[config.mk]
export PLATFORM = sky130hd
export DESIGN_NAME = fetch_queue
export DESIGN_NICKNAME = d
export VERILOG_FILES = /design/src/rtl/fetch_pkg.sv /design/src/rtl/sync_fifo.sv /design/src/rtl/fetch_queue.sv
export SDC_FILE = /design/constraint.sdc
export NUM_CORES = 1
export LEC_CHECK = 0
export BUFFER_PORTS_ARGS = -buffer_cell sky130_fd_sc_hd__buf_2
export CAP_MARGIN = 20
export CORE_AREA = 2 2 216 112
export CTS_BUF_LIST = sky130_fd_sc_hd__clkbuf_2
export CTS_CLUSTER_SIZE = 12
export DETAILED_ROUTE_END_ITERATION = 8
export DIE_AREA = 0 0 218 114
export MAX_ROUTING_LAYER = met4
export PLACE_DENSITY = 0.87
export SYNTH_ARGS = -nofsm -noshare
export SYNTH_HDL_FRONTEND = slang
export SYNTH_SLANG_ARGS = --single-unit
export TNS_END_PERCENT = 1
[constraint.sdc]
create_clock -name clk -period 7.2 [get_ports clk]
set_input_delay 1.08 -clock clk [delete_from_list [all_inputs] [get_ports clk]]
set_output_delay 1.08 -clock clk [all_outputs]
set_load 0.005 [all_outputs]
[src/rtl/fetch_pkg.sv]
// fetch_pkg: shared types and constants for the instruction fetch front end
package fetch_pkg;
   typedef logic [31:0] xlen_t;
   typedef struct packed {
      xlen_t       pc;
      logic [31:0] inst;
   } fetch_entry_t;
   localparam int INST_BYTES = 4;
endpackage

[src/rtl/sync_fifo.sv]
// sync_fifo: circular-buffer FIFO with synchronous flush; a push on full is accepted when a pop happens in the same cycle
module sync_fifo #(
   parameter int WIDTH = 8,
   parameter int DEPTH = 4,
   localparam int AW = (DEPTH > 1) ? $clog2(DEPTH) : 1,
   localparam int CW = $clog2(DEPTH + 1)
) (
   input  logic             clk,
   input  logic             reset_n,
   input  logic             flush_i,
   input  logic             push_i,
   input  logic [WIDTH-1:0] wdata_i,
   input  logic             pop_i,
   output logic [WIDTH-1:0] rdata_o,
   output logic [CW-1:0]    count_o,
   output logic             empty_o,
   output logic             full_o
);
   logic [WIDTH-1:0] mem_q [DEPTH];
   logic [AW-1:0] wr_q, wr_d, rd_q, rd_d;
   logic [CW-1:0] cnt_q, cnt_d;
   logic do_push, do_pop;
   assign empty_o = cnt_q == '0;
   assign full_o  = cnt_q == CW'(DEPTH);
   assign do_pop  = pop_i && !empty_o;
   assign do_push = push_i && (!full_o || do_pop);
   assign rdata_o = mem_q[rd_q];
   assign count_o = cnt_q;
   // wrap pointers at DEPTH so non-power-of-two depths work
   always_comb begin
      wr_d  = do_push ? ((wr_q == AW'(DEPTH - 1)) ? '0 : wr_q + AW'(1)) : wr_q;
      rd_d  = do_pop ? ((rd_q == AW'(DEPTH - 1)) ? '0 : rd_q + AW'(1)) : rd_q;
      cnt_d = cnt_q + CW'(do_push) - CW'(do_pop);
   end
   // reset and flush both empty the FIFO
   always_ff @(posedge clk) begin
      if (!reset_n || flush_i) begin
         wr_q  <= '0;
         rd_q  <= '0;
         cnt_q <= '0;
      end else begin
         wr_q  <= wr_d;
         rd_q  <= rd_d;
         cnt_q <= cnt_d;
      end
   end
   // storage has no reset; slots are only read once written
   always_ff @(posedge clk) begin
      if (do_push) mem_q[wr_q] <= wdata_i;
   end
endmodule

[src/rtl/fetch_queue.sv]
// fetch_queue: decoupled RV32I fetch front end with a DEPTH-entry instruction queue and redirect flush
// Optional: define FETCH_QUEUE_BYPASS_EN for a zero-latency response-to-decode path when the queue is empty
module fetch_queue
   import fetch_pkg::*;
#(
   parameter int              XLEN            = 32,
   parameter int              DEPTH           = 4,
   parameter int              MAX_OUTSTANDING = 2,
   parameter logic [XLEN-1:0] RESET_PC        = 32'h0000_0000
) (
   input  logic                  clk,
   input  logic                  reset_n,
   output logic                  imem_req_valid,
   input  logic                  imem_req_ready,
   output logic [XLEN-1:0]       imem_req_addr,
   input  logic                  imem_resp_valid,
   output logic                  imem_resp_ready,
   input  logic [31:0]           imem_resp_data,
   input  logic                  redirect_valid,
   input  logic [XLEN-1:0]       redirect_pc,
   output logic                  deq_valid,
   input  logic                  deq_ready,
   output logic [XLEN-1:0]       deq_pc,
   output logic [31:0]           deq_inst,
   output logic [$clog2(DEPTH):0] occupancy
);
   localparam int OW = $clog2(MAX_OUTSTANDING + 1);
   localparam int PW = $clog2(MAX_OUTSTANDING + 1);
   xlen_t fetch_pc_q, fetch_pc_d, pend_pc;
   logic [OW-1:0] out_q, out_d, drop_q, drop_d, live;
   logic req_fire, resp_fire, keep, byp, q_push, q_pop, q_empty, q_full;
   logic p_empty, p_full;
   logic [PW-1:0] p_cnt;
   logic [$clog2(DEPTH):0] q_cnt;
   fetch_entry_t q_head, q_wdata;
   logic unused_ok;
   assign unused_ok = ^{p_cnt, p_empty, p_full};
   // credits count only requests whose responses will be kept
   assign live            = out_q - drop_q;
   assign imem_req_valid  = reset_n && (out_q < OW'(MAX_OUTSTANDING)) && (int'(q_cnt) + int'(live) < DEPTH);
   assign imem_req_addr   = fetch_pc_q;
   assign imem_resp_ready = reset_n;
   assign req_fire        = imem_req_valid && imem_req_ready;
   assign resp_fire       = imem_resp_valid && imem_resp_ready;
   assign keep            = resp_fire && drop_q == '0 && !redirect_valid;
`ifdef FETCH_QUEUE_BYPASS_EN
   assign byp = keep && q_empty;
`else
   assign byp = 1'b0;
`endif
   assign deq_valid = reset_n && (!q_empty || byp);
   assign deq_pc    = q_empty ? pend_pc : q_head.pc;
   assign deq_inst  = q_empty ? imem_resp_data : q_head.inst;
   assign q_pop     = !q_empty && deq_ready;
   assign q_push    = keep && !(byp && deq_ready);
   assign q_wdata   = '{pc: pend_pc, inst: imem_resp_data};
   assign occupancy = reset_n ? q_cnt : '0;
   // stale responses were flushed from the PC FIFO, so only kept responses pop it
   sync_fifo #(.WIDTH(XLEN), .DEPTH(MAX_OUTSTANDING)) u_pend (
      .clk(clk), .reset_n(reset_n), .flush_i(redirect_valid),
      .push_i(req_fire), .wdata_i(fetch_pc_q), .pop_i(resp_fire && drop_q == '0),
      .rdata_o(pend_pc), .count_o(p_cnt), .empty_o(p_empty), .full_o(p_full)
   );
   sync_fifo #(.WIDTH($bits(fetch_entry_t)), .DEPTH(DEPTH)) u_iq (
      .clk(clk), .reset_n(reset_n), .flush_i(redirect_valid),
      .push_i(q_push), .wdata_i(q_wdata), .pop_i(q_pop),
      .rdata_o(q_head), .count_o(q_cnt), .empty_o(q_empty), .full_o(q_full)
   );
   // fetch PC advance and outstanding/drop accounting; redirect marks every in-flight request stale
   always_comb begin
      out_d      = out_q + OW'(req_fire) - OW'(resp_fire);
      drop_d     = redirect_valid ? out_d : drop_q - OW'(resp_fire && drop_q != '0);
      fetch_pc_d = redirect_valid ? {redirect_pc[XLEN-1:2], 2'b00} : req_fire ? fetch_pc_q + xlen_t'(INST_BYTES) : fetch_pc_q;
   end
   // state register; reset restarts fetch at RESET_PC with nothing in flight
   always_ff @(posedge clk) begin
      if (!reset_n) begin
         fetch_pc_q <= RESET_PC;
         out_q      <= '0;
         drop_q     <= '0;
      end else begin
         fetch_pc_q <= fetch_pc_d;
         out_q      <= out_d;
         drop_q     <= drop_d;
      end
   end
`ifndef SYNTHESIS
   // accounting invariants
   always_ff @(posedge clk) begin
      if (reset_n) begin
         assert (!(imem_resp_valid && out_q == '0));
         assert (!(q_push && q_full && !q_pop));
         assert (drop_q <= out_q);
      end
   end
`endif
endmodule

; Yosys cells after proc, flatten, opt, wreduce, memory -nomap -nowiden
; Memory sizes are Yosys's and may differ from the RTL's. A register that Yosys moved wholly into a read port is not among the register bits.
; Index checks and enable logic that the tools add are counted.
[word_totals]
reg_bits = 47
ramBits = 320
inputBits = 70
out_inout_bits = 102
word_cells = 79
mem_count = 2
[memory_table]
columns = memory, depth, word_bits, read_ports, rd_clocked_by_memory_dff, write_ports, line_no
row1 = u_iq.mem_q, 4, 64, 1, 1, 1, sync_fifo.sv:19  ; logic [WIDTH-1:0] mem_q [DEPTH];
row2 = u_pend.mem_q, 2, 32, 1, 1, 1, sync_fifo.sv:19
[classes]
add_sub_neg = 14
magnitude_cmp = 2
eq_ne = 4
n_mux = 18
n_bitwise = 1
reduce_logical = 28
[ops]
columns = operator, n
row1 = 32-bit two-way mux, 4
row2 = 32-bit by 3-bit adder with 32-bit output (second input constant), 1
row3 = 1-bit logical AND, 13
row4 = 2-bit two-way mux, 5
row5 = 1-bit two-way mux, 8
row6 = 2-bit == test (second input constant), 3
row7 = 1-bit zero test, 6
row8 = 2-bit by 1-bit subtractor with 2-bit output, 3
row9 = 2-bit by 1-bit adder with 2-bit output, 2
row10 = 2-bit by 1-bit adder with 2-bit output (second input constant), 2
row11 = 3-bit by 2-bit adder with 4-bit output, 1
row12 = 2-bit zero test, 2
row13 = 4-bit by 3-bit less-than comparator with 1-bit output (second input constant), 1
row14 = 2-bit nonzero test, 2
row15 = 3-bit by 1-bit adder with 3-bit output, 1
row16 = 3-bit == test (second input constant), 1
row17 = 3-bit zero test, 1
row18 = 1-bit logical OR, 3
row19 = 3-bit two-way mux, 1
row20 = 3-bit by 1-bit subtractor with 3-bit output, 1
row21 = 1-bit adder (second input constant), 2
row22 = 2-bit less-than comparator (second input constant), 1
row23 = 2-bit OR reduction, 1
row24 = 2-bit subtractor, 1
row25 = 1-bit inverter, 1

; Depth between registers and ports, before layout
[logic_depth]
ltp_word = 8
mapped_depth = 13
ltp_nobuf = 13

; Cells and area by module
; A second synthesis with hierarchy kept.
[unflattened]
hier_cells = 839
area_unflattened_um2 = 14958.1
[by_module_without_submodules]
columns = mod, n_inst, cells_each, area_per_inst_um2, seq_area_each_um2
row1 = sync_fifo at u_iq, 1, 383, 9669.3, 7867.5
row2 = fetch_queue, 1, 324, 2732.6, 680.7
row3 = sync_fifo at u_pend, 1, 132, 2556.2, 2021.9

; Worst setup path before layout
; No wires, ideal clock.
[synth_path]
kind = input to register
from = in imem_resp_valid
to = mem u_iq.mem_q[0][0] (netlist name), enable pin
setup_ns = 0.426
t_arrival_ns = 3.367
required_ns = 6.774
setup_slack_ns = 3.406
path_stages = 4
path_buffers = 1
path_cell_list = nor4bb_1 and3_1 clkbuf_1 and2_1
[synth_between]
elab_chain_len = 6
[synth_rtl]
columns = element, line_no
row1 = from (decl), fetch_queue.sv:16  ; input logic imem_resp_valid,
row2 = 1-bit logical AND, fetch_queue.sv:44  ; assign resp_fire = imem_resp_valid && imem_resp_ready;
row3 = 1-bit logical AND (2 in a row), fetch_queue.sv:45  ; assign keep = resp_fire && drop_q == '0 && !redirect_valid;
row4 = 1-bit logical AND, sync_fifo.sv:26  ; assign do_push = push_i && (!full_o || do_pop);
row5 = 1-bit two-way mux, sync_fifo.sv:49  ; if (do_push) mem_q[wr_q] <= wdata_i;
row6 = 1-bit two-way mux (not written as such), sync_fifo.sv:49
row7 = to (decl), sync_fifo.sv:19
; No other way between the ends.

==> key figures <==
Synth
  • Seq/Total Area, Yosys: 69.5%
  • Mapped Cells: 841
  • Multiplexer share of the synthesized area: 16.8%
  • Synth top area share: 63.0%
  • Async SR Flop Fraction: 0%
  • Synthesized area per cell: 17.5 um2
  • Post-Synth Simple-Gate Area: 5.85%
  • Synth top area cells: edfxtp_1 (63%), mux4_2 (9.5%), mux2_2 (7.1%)
  • Compound-Gate Fraction of Synth Area: 3.56%
  • EDFF count, synth: 308
  • Synthesized area: 0.0147 mm2
  • XOR/XNOR share of the synthesized area: 0.954%
  • Cell taking the most area after synthesis: edfxtp_1
  • Yosys warns: 0
  • Largest family of logic cells by synthesized area: multiplexers
  • Yosys cell types: 51
  • FF+latch count, synth: 356
  • Adder-cell share of the synthesized area: 1.41%
  • Primary FF master, synth: edfxtp_1

STA
  • Period utilisation layout: 63.0%
  • Setup TNS: 0 ns
  • Final Slew Violations: 0
  • Hold Violations, Final: 0
  • Final min period: 4.53 ns
  • Clock Skews: 0.0792 ns
  • RSZ-0062 raised after global routing: false
  • Fmax: 221 MHz
  • # setup viols final: 0
  • Worst Max-Slew Pin Slew: 1.07 ns
  • Max-Slew Margin vs Limit: 27.9%

Power and ir drop
  • Pleak: 5.64 nW
  • Peak VDD IR: 0.147 mV
  • PwrDens: 233 mW/mm2
  • Final Power: 3.82 mW

Worst setup path
  • Crit start category: register
  • Largest fanout on the critical path: 32
  • FF-to-FF setup slack: 3.79 ns
  • RR Endpoint: drop_q[1]$_SDFF_PN0_
  • CP Class: register to primary output
  • Critical Path RT: 6.12 ns
  • Worst path arrival time: 3.45 ns
  • Setup crit end: deq_pc[28]
  • Slowest CP cell: dfxtp_4
  • Crit-path cells: buf_4 -> mux4_2 -> mux2_2 -> buf_2
  • Critical Path Sink Type: primary output
  • Slowest Stage Delay on Critical Path: 0.82 ns
  • Reg2Reg Launch Point: out_q[0]$_SDFF_PN0_
  • Cells on worst reg2reg path: 13

Floorplan
  • Site Rows: 40
  • Core area: 0.0232 mm2
  • Die Wd: 218 um
  • Initial core utilization: 63.2%
  • Die Y: 114 um
  • Die ar.: 0.0249 mm2
  • Ports: 172

Route
  • Via density: 6.13
  • Residual DRC: 0
  • Drt initial violations: 928
  • Antenna Nets Post-Route: 0
  • Pre-Repair DR Iteration Count: 5
  • DR WL/cell: 22.2 um
  • Drt total wl: 31.3 mm
  • Vias: 8638

Clock network
  • CTS Buf Count: 75
  • Clock Tree Root: clkbuf_2
  • Clk sinks: 356
  • Setup bufs post-CTS: 0
  • Post_cts resized: 0
  • Clock-pin slew on the worst setup and hold paths: 0.13 ns
  • Clk Latency, worst-skew pair: 0.95 ns
  • H-tree levels: 3
  • CTS Hold Bufs: 0
  • CTS Buffer Depth: 3
  • TritonCTS clock tree: done

Placement
  • Port Buffer Count: 165
  • HPWL Detailed: 19.0 mm
  • Global placement routability congestion: 0.889

Cells and area
  • Final design utilization: 70.6%
  • Area grow syn2layout: 11.6%
  • Multi-input gate area: 0.00422 mm2
  • Share of layout cells above drive strength 1: 41.4%
  • Nets: 1132
  • Register area: 0.0102 mm2
  • Fill count: 1513

Global routing
  • Gr usage total: 27.2%
  • Largest net degree at the start of global routing: 66
  • Vias in the first global route: 8740
  • Total grt overflow: 0
  • Global-route wire length before repair: 48.8 mm
  • Number of antenna violations at the first check in global routing: 2

Outcome
  • Outcome: completed

Hold path
  • Worst hold-check path type: primary input to register

Flow run
  • Max Cap Viol: 0
flip-flops by register name (all words and copies together), names as in the netlist, named ones only:
register and flops:
imem_req_addr 30, u_iq.count_o 3, u_iq.rd_q 2, u_pend.wr_q 1
u_pend.rd_q 1, out_q 2, u_pend.count_o 2, u_iq.wr_q 2
drop_q 2, u_pend.mem_q 60, u_iq.mem_q 248
Yosys cell counts (5+ instances only):
cell      instances
or4_1            17
a31oi_1          18
edfxtp_1        308
and2_1           16
buf_1             6
buf_4             5
o31ai_1          10
mux4_2           62
o21ai_0          34
nand4_1          14
mux2_2           92
nor4_1            8
xnor2_1          13
inv_1            18
and3_1            6
ha_1             15
a21oi_1          11
and4_1            7
nand3_1          16
dfxtp_1          48
clkbuf_1         35
nor2_1           13
nand2_1          16
or3_1             9
worst min-delay path by stage:
stage	from	endpoint	slack, ns	depth (start not counted)
floorplan	u_iq.rd_q[1]$_SDFFE_PP0N_	register	0.45	2
global placement	u_iq.rd_q[1]$_SDFFE_PP0N_	register	0.47	2
detailed placement	u_iq.rd_q[0]$_SDFFE_PP0N_	register	0.49	2
CTS	imem_resp_data[11]	u_iq.mem_q[2][11]$_DFFE_PP_	0.27	1
global route	imem_resp_data[11]	u_iq.mem_q[1][11]$_DFFE_PP_	0.23	1
finish	imem_resp_data[15]	u_iq.mem_q[0][15]$_DFFE_PP_	0.38	1
cell usage in the layout, fill, tap and decap left out, drive strengths merged, types with 3 or more instances in the layout:
cell type,n
diode,4
and2,16
nor4,8
nand2b,3
o21ai,34
buf,174
edfxtp,308
nand3,16
conb,4
nand4,14
nor2,13
dfxtp,48
xor2,3
a31oi,18
mux2,92
nand3b,4
mux2i,3
o31ai,10
xnor2,13
a21oi,11
mux4,62
or3,9
a32oi,4
clkinv,14
or4,17
nand2,16
inv,20
clkbuf,106
and4,7
and3,6
ha,15
layer usage:
layer	global-route usage [%]	share of wire, %	vias up	wire length [um]
met5	-	0	-	0
met4	6.67	1.6	0	499
met3	8.21	9.2	61	2870
met2	38.2	45	465	14100
met1	39.5	44	4270	13800
li1	-	-	3842	-
critical path, delay by kind of cell (launching register included):
kind	cells	cell delay (ns)
buffers and inverters	2	0.79
flip-flops	1	0.82
multiplexers	2	0.89
area by class of cell:
cell class,count,share of cell area (%)
multi-input combinational,420,25.8
tap,315,2.40
sequential,356,62.3
clock inverter,15,0.343
timing repair buffer,174,5.45
clock buffer,106,3.24
antenna,4,0.0611
inverter,19,0.435
through the flow:
step                cells  hold WS [ns]  worst slack, ns  instance area (um2)
finish               1409         0.383             2.67                16400
global route         1409         0.226             2.29                16400
CTS                  1405         0.273             2.49                16400
detailed placement   1284         0.489             2.69                15800
global placement     1284         0.470             2.79                15800
floorplan             844         0.454             3.41                14700
where the power goes:
group	leakage, nW	internal, mW	switching (mW)
Combinational	1.97	0.167	0.180
Clock	0.469	0.387	0.736
Sequential	3.20	2.30	0.0511
cell families after synthesis:
family	count (synthesis)
flip-flops	356
multiplexers	157
AND/OR/NAND/NOR	141
AO/OA/AOI/OAI	86
buffers and inverters	68
adder cells (fa/ha/maj)	16
XOR/XNOR	16
other	1
No activity file was read; power rests on OpenSTA's default activity.
